<file path="src/rtl/adv_pkg.sv">
// rtl/adv_pkg.sv - shared types and lamp constants for the adv_multi signal sequencer
// Contents: adv_state_t controller states, lamp bit positions, served-channel lamp decode.
package adv_pkg;

    typedef enum logic [1:0] {
        IDLE   = 2'd0,
        GREEN  = 2'd1,
        YELLOW = 2'd2,
        ALLRED = 2'd3
    } adv_state_t;

    // Bit positions within a per-channel {red, yel, grn} lamp triple.
    localparam int LAMP_GRN = 0;
    localparam int LAMP_YEL = 1;
    localparam int LAMP_RED = 2;

    // One-hot lamp triple shown by the served channel in a given state.
    function automatic logic [2:0] lamp_code(input adv_state_t s);
        logic [2:0] c;
        c = '0;
        case (s)
            GREEN:   c[LAMP_GRN] = 1'b1;
            YELLOW:  c[LAMP_YEL] = 1'b1;
            default: c[LAMP_RED] = 1'b1;
        endcase
        return c;
    endfunction

endpackage

</file>
<file path="src/rtl/adv_timer.sv">
// rtl/adv_timer.sv - loadable down-counter timing the green, yellow and all-red intervals
// Ports: clk, rst_n (async active-low), load/load_val (reload counter), expired (counter is zero).
module adv_timer #(
    parameter int CNT_W = 16
) (
    input  logic             clk,
    input  logic             rst_n,
    input  logic             load,
    input  logic [CNT_W-1:0] load_val,
    output logic             expired
);

    logic [CNT_W-1:0] cnt_q;
    logic [CNT_W-1:0] cnt_d;

    // Counter parks at zero, so a state waiting past expiry keeps seeing expired=1.
    always_comb begin
        cnt_d = cnt_q;
        if (load) begin
            cnt_d = load_val;
        end else if (cnt_q != '0) begin
            cnt_d = cnt_q - 1'b1;
        end
    end

    always_ff @(posedge clk or negedge rst_n) begin
        if (!rst_n) begin
            cnt_q <= '0;
        end else begin
            cnt_q <= cnt_d;
        end
    end

    assign expired = (cnt_q == '0);

endmodule

</file>
<file path="src/rtl/adv_multi.sv">
// rtl/adv_multi.sv - round-robin multi-channel traffic-signal sequencer
// Ports: clk, rst_n (async active-low), start (run enable), req (per-channel demand, only with
// ADV_SKIP_EN), grn/yel/red (per-channel lamps), ch_idx (served channel), busy (not idle).
// Build option: ADV_SKIP_EN adds req and skips channels without demand.
module adv_multi
    import adv_pkg::*;
#(
    parameter int NUM_CH     = 4,
    parameter int GREEN_CYC  = 5,
    parameter int YELLOW_CYC = 2,
    parameter int ALLRED_CYC = 1,
    parameter int CNT_W      = 16
) (
    input  logic                      clk,
    input  logic                      rst_n,
    input  logic                      start,
`ifdef ADV_SKIP_EN
    input  logic [NUM_CH-1:0]         req,
`endif
    output logic [NUM_CH-1:0]         grn,
    output logic [NUM_CH-1:0]         yel,
    output logic [NUM_CH-1:0]         red,
    output logic [$clog2(NUM_CH)-1:0] ch_idx,
    output logic                      busy
);

    localparam int CH_W = $clog2(NUM_CH);
    localparam logic [CNT_W-1:0] GREEN_LD  = CNT_W'(GREEN_CYC - 1);
    localparam logic [CNT_W-1:0] YELLOW_LD = CNT_W'(YELLOW_CYC - 1);
    localparam logic [CNT_W-1:0] ALLRED_LD = CNT_W'(ALLRED_CYC - 1);

    logic [NUM_CH-1:0] dem;
`ifdef ADV_SKIP_EN
    assign dem = req;
`else
    // Every channel always has demand, which reduces the search to plain round-robin.
    assign dem = '1;
`endif

    // First channel with demand searched cyclically from cur+1; cur itself is checked last.
    function automatic logic [CH_W-1:0] next_ch(input logic [CH_W-1:0] cur,
                                                input logic [NUM_CH-1:0] r);
        logic [CH_W-1:0] res;
        logic [CH_W:0]   sum;
        logic            found;
        res   = cur;
        found = 1'b0;
        for (int i = 1; i <= NUM_CH; i++) begin
            sum = {1'b0, cur} + (CH_W + 1)'(i);
            if (sum >= (CH_W + 1)'(NUM_CH)) begin
                sum = sum - (CH_W + 1)'(NUM_CH);
            end
            if (!found && r[sum[CH_W-1:0]]) begin
                found = 1'b1;
                res   = sum[CH_W-1:0];
            end
        end
        return res;
    endfunction

    adv_state_t        state_q, state_d;
    logic [CH_W-1:0]   ch_q, ch_d;
    logic [NUM_CH-1:0] grn_q, grn_d, yel_q, yel_d, red_q, red_d;
    logic              busy_q, busy_d;
    logic              load;
    logic [CNT_W-1:0]  load_val;
    logic              expired;
    logic [2:0]        lc;

    adv_timer #(.CNT_W(CNT_W)) u_timer (
        .clk      (clk),
        .rst_n    (rst_n),
        .load     (load),
        .load_val (load_val),
        .expired  (expired)
    );

    always_comb begin
        state_d  = state_q;
        ch_d     = ch_q;
        load     = 1'b0;
        load_val = '0;
        case (state_q)
            IDLE: begin
                // Searching from the last channel makes the first hit the lowest demand bit.
                if (start && (|dem)) begin
                    state_d  = GREEN;
                    ch_d     = next_ch(CH_W'(NUM_CH - 1), dem);
                    load     = 1'b1;
                    load_val = GREEN_LD;
                end
            end
            GREEN: begin
                if (expired) begin
                    state_d  = YELLOW;
                    load     = 1'b1;
                    load_val = YELLOW_LD;
                end
            end
            YELLOW: begin
                if (expired) begin
                    state_d  = ALLRED;
                    load     = 1'b1;
                    load_val = ALLRED_LD;
                end
            end
            default: begin
                // With no demand, hold all-red with the counter parked at zero.
                if (expired) begin
                    if (!start) begin
                        state_d = IDLE;
                    end else if (|dem) begin
                        state_d  = GREEN;
                        ch_d     = next_ch(ch_q, dem);
                        load     = 1'b1;
                        load_val = GREEN_LD;
                    end
                end
            end
        endcase
    end

    // Lamps and busy are decoded from the current state and registered, so they trail it by a cycle.
    always_comb begin
        grn_d  = '0;
        yel_d  = '0;
        red_d  = '1;
        busy_d = (state_q != IDLE);
        lc     = lamp_code(state_q);
        for (int c = 0; c < NUM_CH; c++) begin
            if (CH_W'(c) == ch_q) begin
                grn_d[c] = lc[LAMP_GRN];
                yel_d[c] = lc[LAMP_YEL];
                red_d[c] = lc[LAMP_RED];
            end
        end
    end

    always_ff @(posedge clk or negedge rst_n) begin
        if (!rst_n) begin
            state_q <= IDLE;
            ch_q    <= '0;
            grn_q   <= '0;
            yel_q   <= '0;
            red_q   <= '1;
            busy_q  <= 1'b0;
        end else begin
            state_q <= state_d;
            ch_q    <= ch_d;
            grn_q   <= grn_d;
            yel_q   <= yel_d;
            red_q   <= red_d;
            busy_q  <= busy_d;
        end
    end

    assign grn    = grn_q;
    assign yel    = yel_q;
    assign red    = red_q;
    assign ch_idx = ch_q;
    assign busy   = busy_q;

endmodule
</file>
<file path="config.mk">
export PLATFORM = sky130hd
export DESIGN_NAME = adv_multi
export DESIGN_NICKNAME = d
export VERILOG_FILES = /design/src/rtl/adv_pkg.sv /design/src/rtl/adv_timer.sv /design/src/rtl/adv_multi.sv
export SDC_FILE = /design/constraint.sdc
export NUM_CORES = 1
export LEC_CHECK = 0
export ABC_AREA = 1
export ABC_CLOCK_PERIOD_IN_PS = 3000
export BUFFER_PORTS_ARGS = -buffer_cell sky130_fd_sc_hd__buf_2
export CAP_MARGIN = 20
export CELL_PAD_IN_SITES_DETAIL_PLACEMENT = 1
export CELL_PAD_IN_SITES_GLOBAL_PLACEMENT = 1
export CORE_MARGIN = 3
export CORE_UTILIZATION = 40
export CTS_BUF_LIST = sky130_fd_sc_hd__clkbuf_4
export CTS_CLUSTER_SIZE = 14
export DETAILED_ROUTE_END_ITERATION = 7
export PLACE_DENSITY = 0.72
export SYNTH_ARGS = -nofsm -noshare
export SYNTH_HDL_FRONTEND = slang
export SYNTH_SLANG_ARGS = --single-unit
</file>
<file path="constraint.sdc">
create_clock -name clk -period 3 [get_ports clk]
set_input_delay 0.15 -clock clk [delete_from_list [all_inputs] [get_ports clk]]
set_output_delay 0.15 -clock clk [all_outputs]
set_load 0.005 [all_outputs]
</file>
Yosys cells after proc, flatten, opt, wreduce, memory -nomap -nowiden --
Cells that the tools add are included.
Storage, ports and cells: flip-flop bits (word level) 33, bits of input ports 3, output and inout port bits 15, logic and storage cells 165
Operators by class: add/subtract/negate cells 9, magnitude comparators 12, equality and inequality tests 8, muxes and demuxes 104, bitwise operators 1, reduce and logical (&&, ||, !) cells 24
Operators by type and width (number):
- two-way mux 2 bit | 39
- two-way mux 1 bit | 49
- two-way mux 16 bit | 2
- < comparator 2 x 3 -> 1 bit, second input constant | 8
- binary-select mux 1 bit (select 2 bit) | 8
- zero test 16 bit | 1
- nonzero test 16 bit | 1
- subtractor 16 x 1 -> 16 bit, second input constant | 1
- greater-or-equal comparator 3 bit, second input constant | 4
- case mux 3 bit (3 select lines) | 1
- AND reduction 4 bit | 2
- subtractor 2 x 1 -> 2 bit, second input constant | 4
- adder 2 x 2 -> 3 bit, second input constant | 2
- logical AND 1 bit | 6
- zero test 1 bit | 6
- two-way mux 3 bit | 2
- != test 2 bit, second input constant | 3
- case mux 2 bit (3 select lines) | 1
- nonzero test 2 bit | 3
- nonzero test 5 bit | 1
- equality test 2 bit, first input constant | 2
- zero test 2 bit | 2
- case mux 2 bit (2 select lines) | 1
- adder 2 x 1 -> 3 bit, second input constant | 1
- other kinds (8) | 8

Longest topological paths before layout --
depth after elaboration 30, mapped depth 12, depth with buffers taken out 12

Modules after synthesis --
A second synthesis with hierarchy kept.
Unflattened totals: cells, all modules 259, area total of the unflattened synthesis 1931.9 sq um
Modules (own cells, without submodules):
- adv_timer | times used 1, cells each 168, area an instance 1133.6 sq um, sequential area each 400.4 sq um
- adv_multi | times used 1, cells each 91, area an instance 798.3 sq um, sequential area each 430.4 sq um

Worst setup path before layout --
No wires, ideal clock.
path kind flip-flop to flip-flop, start register state_q[0], end register u_timer.cnt_q[12], setup time 0.086 ns, arrival time 1.419 ns, data required time 2.914 ns, setup slack 1.495 ns, cell stages (with the launch flop) 9, path buffers 1, clock period less this slack 1.505 ns, path through dfrtp_1 -> inv_1 -> ha_1 -> inv_1 -> nor2_1 -> nand3_2 -> nand3_4 -> buf_6 -> nor3_1
Between the ends: cells in the longest elaborated chain, start to end 4, elaborated cells on any way between the ends 7, those cells by class 2 x eq/ne; 2 x mux; 3 x reduce/logical
Ends and longest elaborated chain:
- from (decl) | RTL line adv_multi.sv:61 | adv_state_t state_q, state_d;
- from (signal assigned) | RTL line adv_multi.sv:148 | state_q <= state_d;
- equality test 2 bit or equality test 2 x 1 -> 1 bit (tied branches) | RTL line adv_multi.sv:83 | case (state_q)
- OR reduction 2 bit (no source line)
- case mux 1 bit (2 select lines) (*) | RTL line adv_multi.sv:83
- two-way mux 16 bit or nonzero test 2 bit (tied branches)
- to (signal assigned) | RTL line adv_timer.sv:30 | cnt_q <= cnt_d;
- to (decl) | RTL line adv_timer.sv:13 | logic [CNT_W-1:0] cnt_q;
Every way passes the cells marked *; elsewhere a longest branch is shown, timed or not. A chain may end at the register's enable or synchronous reset.

Worst setup path after layout --
start register u_timer.cnt_q[0], end register u_timer.cnt_q[0]
Between the ends: cells in the longest elaborated chain, start to end 4, elaborated cells on any way between the ends 12, those cells by class 1 x add/sub; 8 x mux; 3 x reduce/logical
Ends and longest elaborated chain:
- branches (longest 4 deep; another with subtractor 16 x 1 -> 16 bit)
Parallel ways; which one is timed is not known. The select of a mux whose other input is x is not followed.

==> flow_metrics.py <==
metrics = {
    "min_path": {
        "whs_path_depth": 3,
        "whs_endpoint": "ch_idx[1]",
        "holdCritPathClass": "primary input to register",
        "hp-start": "start",
    },
    "floorplan": {
        "fp-row-count": 23,
        "start_util_pct": 42.6,
        "die_y_um": 72.2,
        "io-pin-count": 18,
        "fp.dieArea_um2": 5210,
        "chipWidth_um": 72.2,
        "design.core.area_um2": 4120,
    },
    "job": {
        "maxCapViolations": 0,
    },
    "critical_path": {
        "cp.arrival_ns": 2.09,
        "crit_path_max_fanout": 14,
        "r2r_slack_ns": 1.14,
        "timing.critical_path.required_ns": 3.23,
        "worstReg2RegEnd": "u_timer.cnt_q[0]",
        "worst_reg_to_reg_path_cell_count": 7,
        "r2r_start": "u_timer.cnt_q[0]",
        "setup.worst_path.start_class": "register",
        "worst-setup-path-type": "register to register",
        "critPathCaptureType": "register",
    },
    "yosys": {
        "synth-compound-area-share_pct": 2.93,
        "synth_area_per_cell_um2": 8.64,
        "ys_seq_area_share_pct": 47.4,
        "yosys_warnings": 0,
        "post_synth_mux_area_share_pct": 0,
        "syn_nets": 216,
        "synth_fa_ha_area_share_pct": 7.14,
        "synth_xor_area_share_pct": 6.50,
        "synth_cells": 203,
        "netlist-cell-type-count": 24,
        "main_combinational_cell_family_by_area_after_synthesis": "simple AND/OR/NAND/NOR gates",
        "synthSimpleGateAreaFrac_pct": 29.2,
        "synthesized_area_um2": 1750,
        "synth-seq-cells": 33,
    },
    "timing": {
        "worstMarginPinSlew_ns": 0.793,
        "hold_viol_final": 0,
        "setup_repair_after_global_routing_missed_its_margin": "no",
        "timing.slew.headroom_pct": 46.7,
        "tmin_final_ns": 1.86,
        "final_min_period_over_clock_period_pct": 62.0,
        "fin_tns_setup_ns": 0,
        "setup_viol": 0,
        "timing.final.max_slew_violations": 0,
        "clock_skew_ns": 0.00707,
        "max_clock_freq_mhz": 538,
    },
    "clocking": {
        "cts_tree": "done",
        "cts-resized-gates": 0,
        "post_cts_hold_buffer_count": 1,
        "clkSlewWorstSetupHoldPaths_ns": 0.11,
        "clock_sink_count": 33,
        "cts_buffer_depth": 2,
        "clock_latency_ns": 0.33,
        "cts.root.buffer_cell": "clkbuf_4",
        "htreeDepth": 2,
        "cts_buffers": 5,
        "post_cts.repair.setup_buffers": 0,
    },
    "finish": {
        "stdcell_area_um2": 1940,
        "insertedDiodeCount": 0,
        "synthToLayoutAreaGrowth_pct": 10.8,
        "fillers": 506,
        "final-instance-count-excl-fill": 277,
        "drive_gt1_share_pct": 18.1,
        "layout.nets": 239,
    },
    "detailed_routing": {
        "detail_route.vias_per_cell": 4.91,
        "drt_wl_total_um": 4010,
        "drt_iter0_markers": 60,
        "drtPass1Iterations": 4,
        "via_count": 1361,
        "post_drt_wl_per_cell_um": 14.5,
        "ant_nets": 0,
        "drcViolationCount": 0,
    },
    "global_route": {
        "largest_net_degree_at_the_start_of_global_routing": 34,
        "globalRoute.totalOverflow": 0,
        "initial_antenna_violation_count": 0,
        "first_global_vias": 1432,
        "grt_pass1_wl_um": 6920,
        "grt_util_all_layers_pct": 17.1,
    },
    "place": {
        "count_of_input_and_output_buffers": 17,
        "postPlaceCellArea_um2": 1880,
        "gp_congestion": 0.792,
        "place_hpwl_um": 3040,
        "numPlacedInstances": 268,
    },
    "power_and_ir_drop": {
        "power_density_nw_per_um2": 1030,
        "power_leakage_uw": 0.00105,
        "irDropWorstVdd_mv": 0.445,
    },
    "status": {
        "run_status": "finished clean",
    },
}
==> layer usage <==
| layer | GRT usage [%] | wire [um] | vias to the layer above |
|---|---|---|---|
| met2 | 27.6 | 1880 | 14 |
| li1 | - | - | 680 |
| met1 | 23.2 | 2000 | 665 |
| met3 | 4.16 | 103 | 2 |
| met5 | 0 | 0 | - |
| met4 | 4.38 | 27 | 0 |
==> worst max-delay path, cell delays in order (launching register included) <==
cell and delay (ns):
dfrtp_1 0.39, inv_1 0.12, ha_1 0.18, nand2_1 0.09, nor4_4 0.74, nand2_1 0.11
nand2_1 0.09, nand2_1 0.04
==> cell usage in the layout, fill, tap and decap left out <==
| master | instances |
|---|---|
| nand3_2 | 2 |
| clkbuf_4 | 5 |
| nor4_4 | 1 |
| o21ai_0 | 4 |
| nand3_1 | 6 |
| clkinvlp_4 | 1 |
| clkinv_2 | 2 |
| ha_1 | 10 |
| nand3b_2 | 1 |
| o21ai_1 | 1 |
| nor3_2 | 1 |
| buf_2 | 17 |
| dfrtp_1 | 29 |
| xnor2_1 | 5 |
| nor3_1 | 14 |
| dlygate4sd3_1 | 1 |
| or2_2 | 1 |
| dfstp_2 | 4 |
| xor2_1 | 8 |
| nor2_2 | 5 |
| nand4_1 | 1 |
| a31oi_1 | 1 |
| nor2_1 | 22 |
| nand3_4 | 1 |
| or2_0 | 1 |
| a21oi_1 | 4 |
| nand2_1 | 53 |
| inv_1 | 26 |
==> Yosys cell counts <==
library cell	count	area share, %
nand3_1	6	1.7
ha_1	10	7.1
or2_0	1	0.36
nor2_1	22	4.7
buf_6	2	1.3
o21ai_1	1	0.29
a21oi_1	4	1.1
nand3b_2	1	0.64
nand3_2	2	1.1
xnor2_1	5	2.5
nor4_4	1	1.2
a31oi_1	1	0.36
dfstp_2	4	6.0
nand2_1	53	11
dfrtp_1	29	41
nor2_2	5	1.8
xor2_1	8	4.0
inv_1	26	5.6
nand3_4	1	1.0
nor3_2	1	0.57
o21ai_0	4	1.1
nor3_1	14	4.0
or2_2	1	0.36
nand4_1	1	0.36
==> per-stage QoR <==
step / worst slack (ns) / hold WS (ns) / util (%) / power (uW)
finish: 1.14 / 0.147 / 47.2 / 2000
global route: 0.999 / 0.151 / 47.2 / 2200
detailed placement: 1.18 / 0.263 / 45.6 / 1760
CTS: 1.13 / 0.133 / 47.2 / 2020
global placement: 1.19 / 0.240 / 45.6 / 1710
floorplan: 1.50 / -0.146 / - / 1470
==> cell families (layout without fill, tap and decap cells) <==
group,Yosys count,count (layout)
flops,33,33
compound gates,10,10
fa+ha+maj,10,10
xor+xnor,13,13
buf+inv,28,52
simple gates,109,109
==> registers in the layout, summed over array words and instances, names as in the netlist <==
signal and cells:
busy 1, ch_idx 2, grn 4, red 4
state_q 2, u_timer.cnt_q 16, yel 4
==> power by group <==
part           internal (uW)  switching [uW]  total, uW
Combinational            368             636       1000
Sequential               614             129        743
Clock                   88.4             164        253
==> worst max path at each step <==
stage | startpoint | end | slack [ns] | cells past startpoint
6_report | u_timer.cnt_q[0] | u_timer.cnt_q[0] | 1.14 | 7
3_3_place_gp | u_timer.cnt_q[0] | u_timer.cnt_q[0] | 1.19 | 7
3_5_place_dp | u_timer.cnt_q[0] | u_timer.cnt_q[0] | 1.18 | 7
2_1_floorplan | state_q[0] | u_timer.cnt_q[12] | 1.50 | 8
5_1_grt | state_q[0] | u_timer.cnt_q[0] | 1.0 | 10
4_1_cts | state_q[1] | u_timer.cnt_q[0] | 1.13 | 9
==> layout make-up <==
class                           count  area (um2)  share of cell area [%]
Sequential cell                    33         831                    42.8
Multi-Input combinational cell    142         802                    41.3
Inverter                           26        97.6                    5.02
Timing Repair Buffer               18        95.1                    4.89
Tap cell                           50        62.6                    3.22
Clock buffer                        5        37.5                    1.93
Clock inverter                      3        17.5                   0.901
No activity file was read; power rests on OpenSTA's default activity.
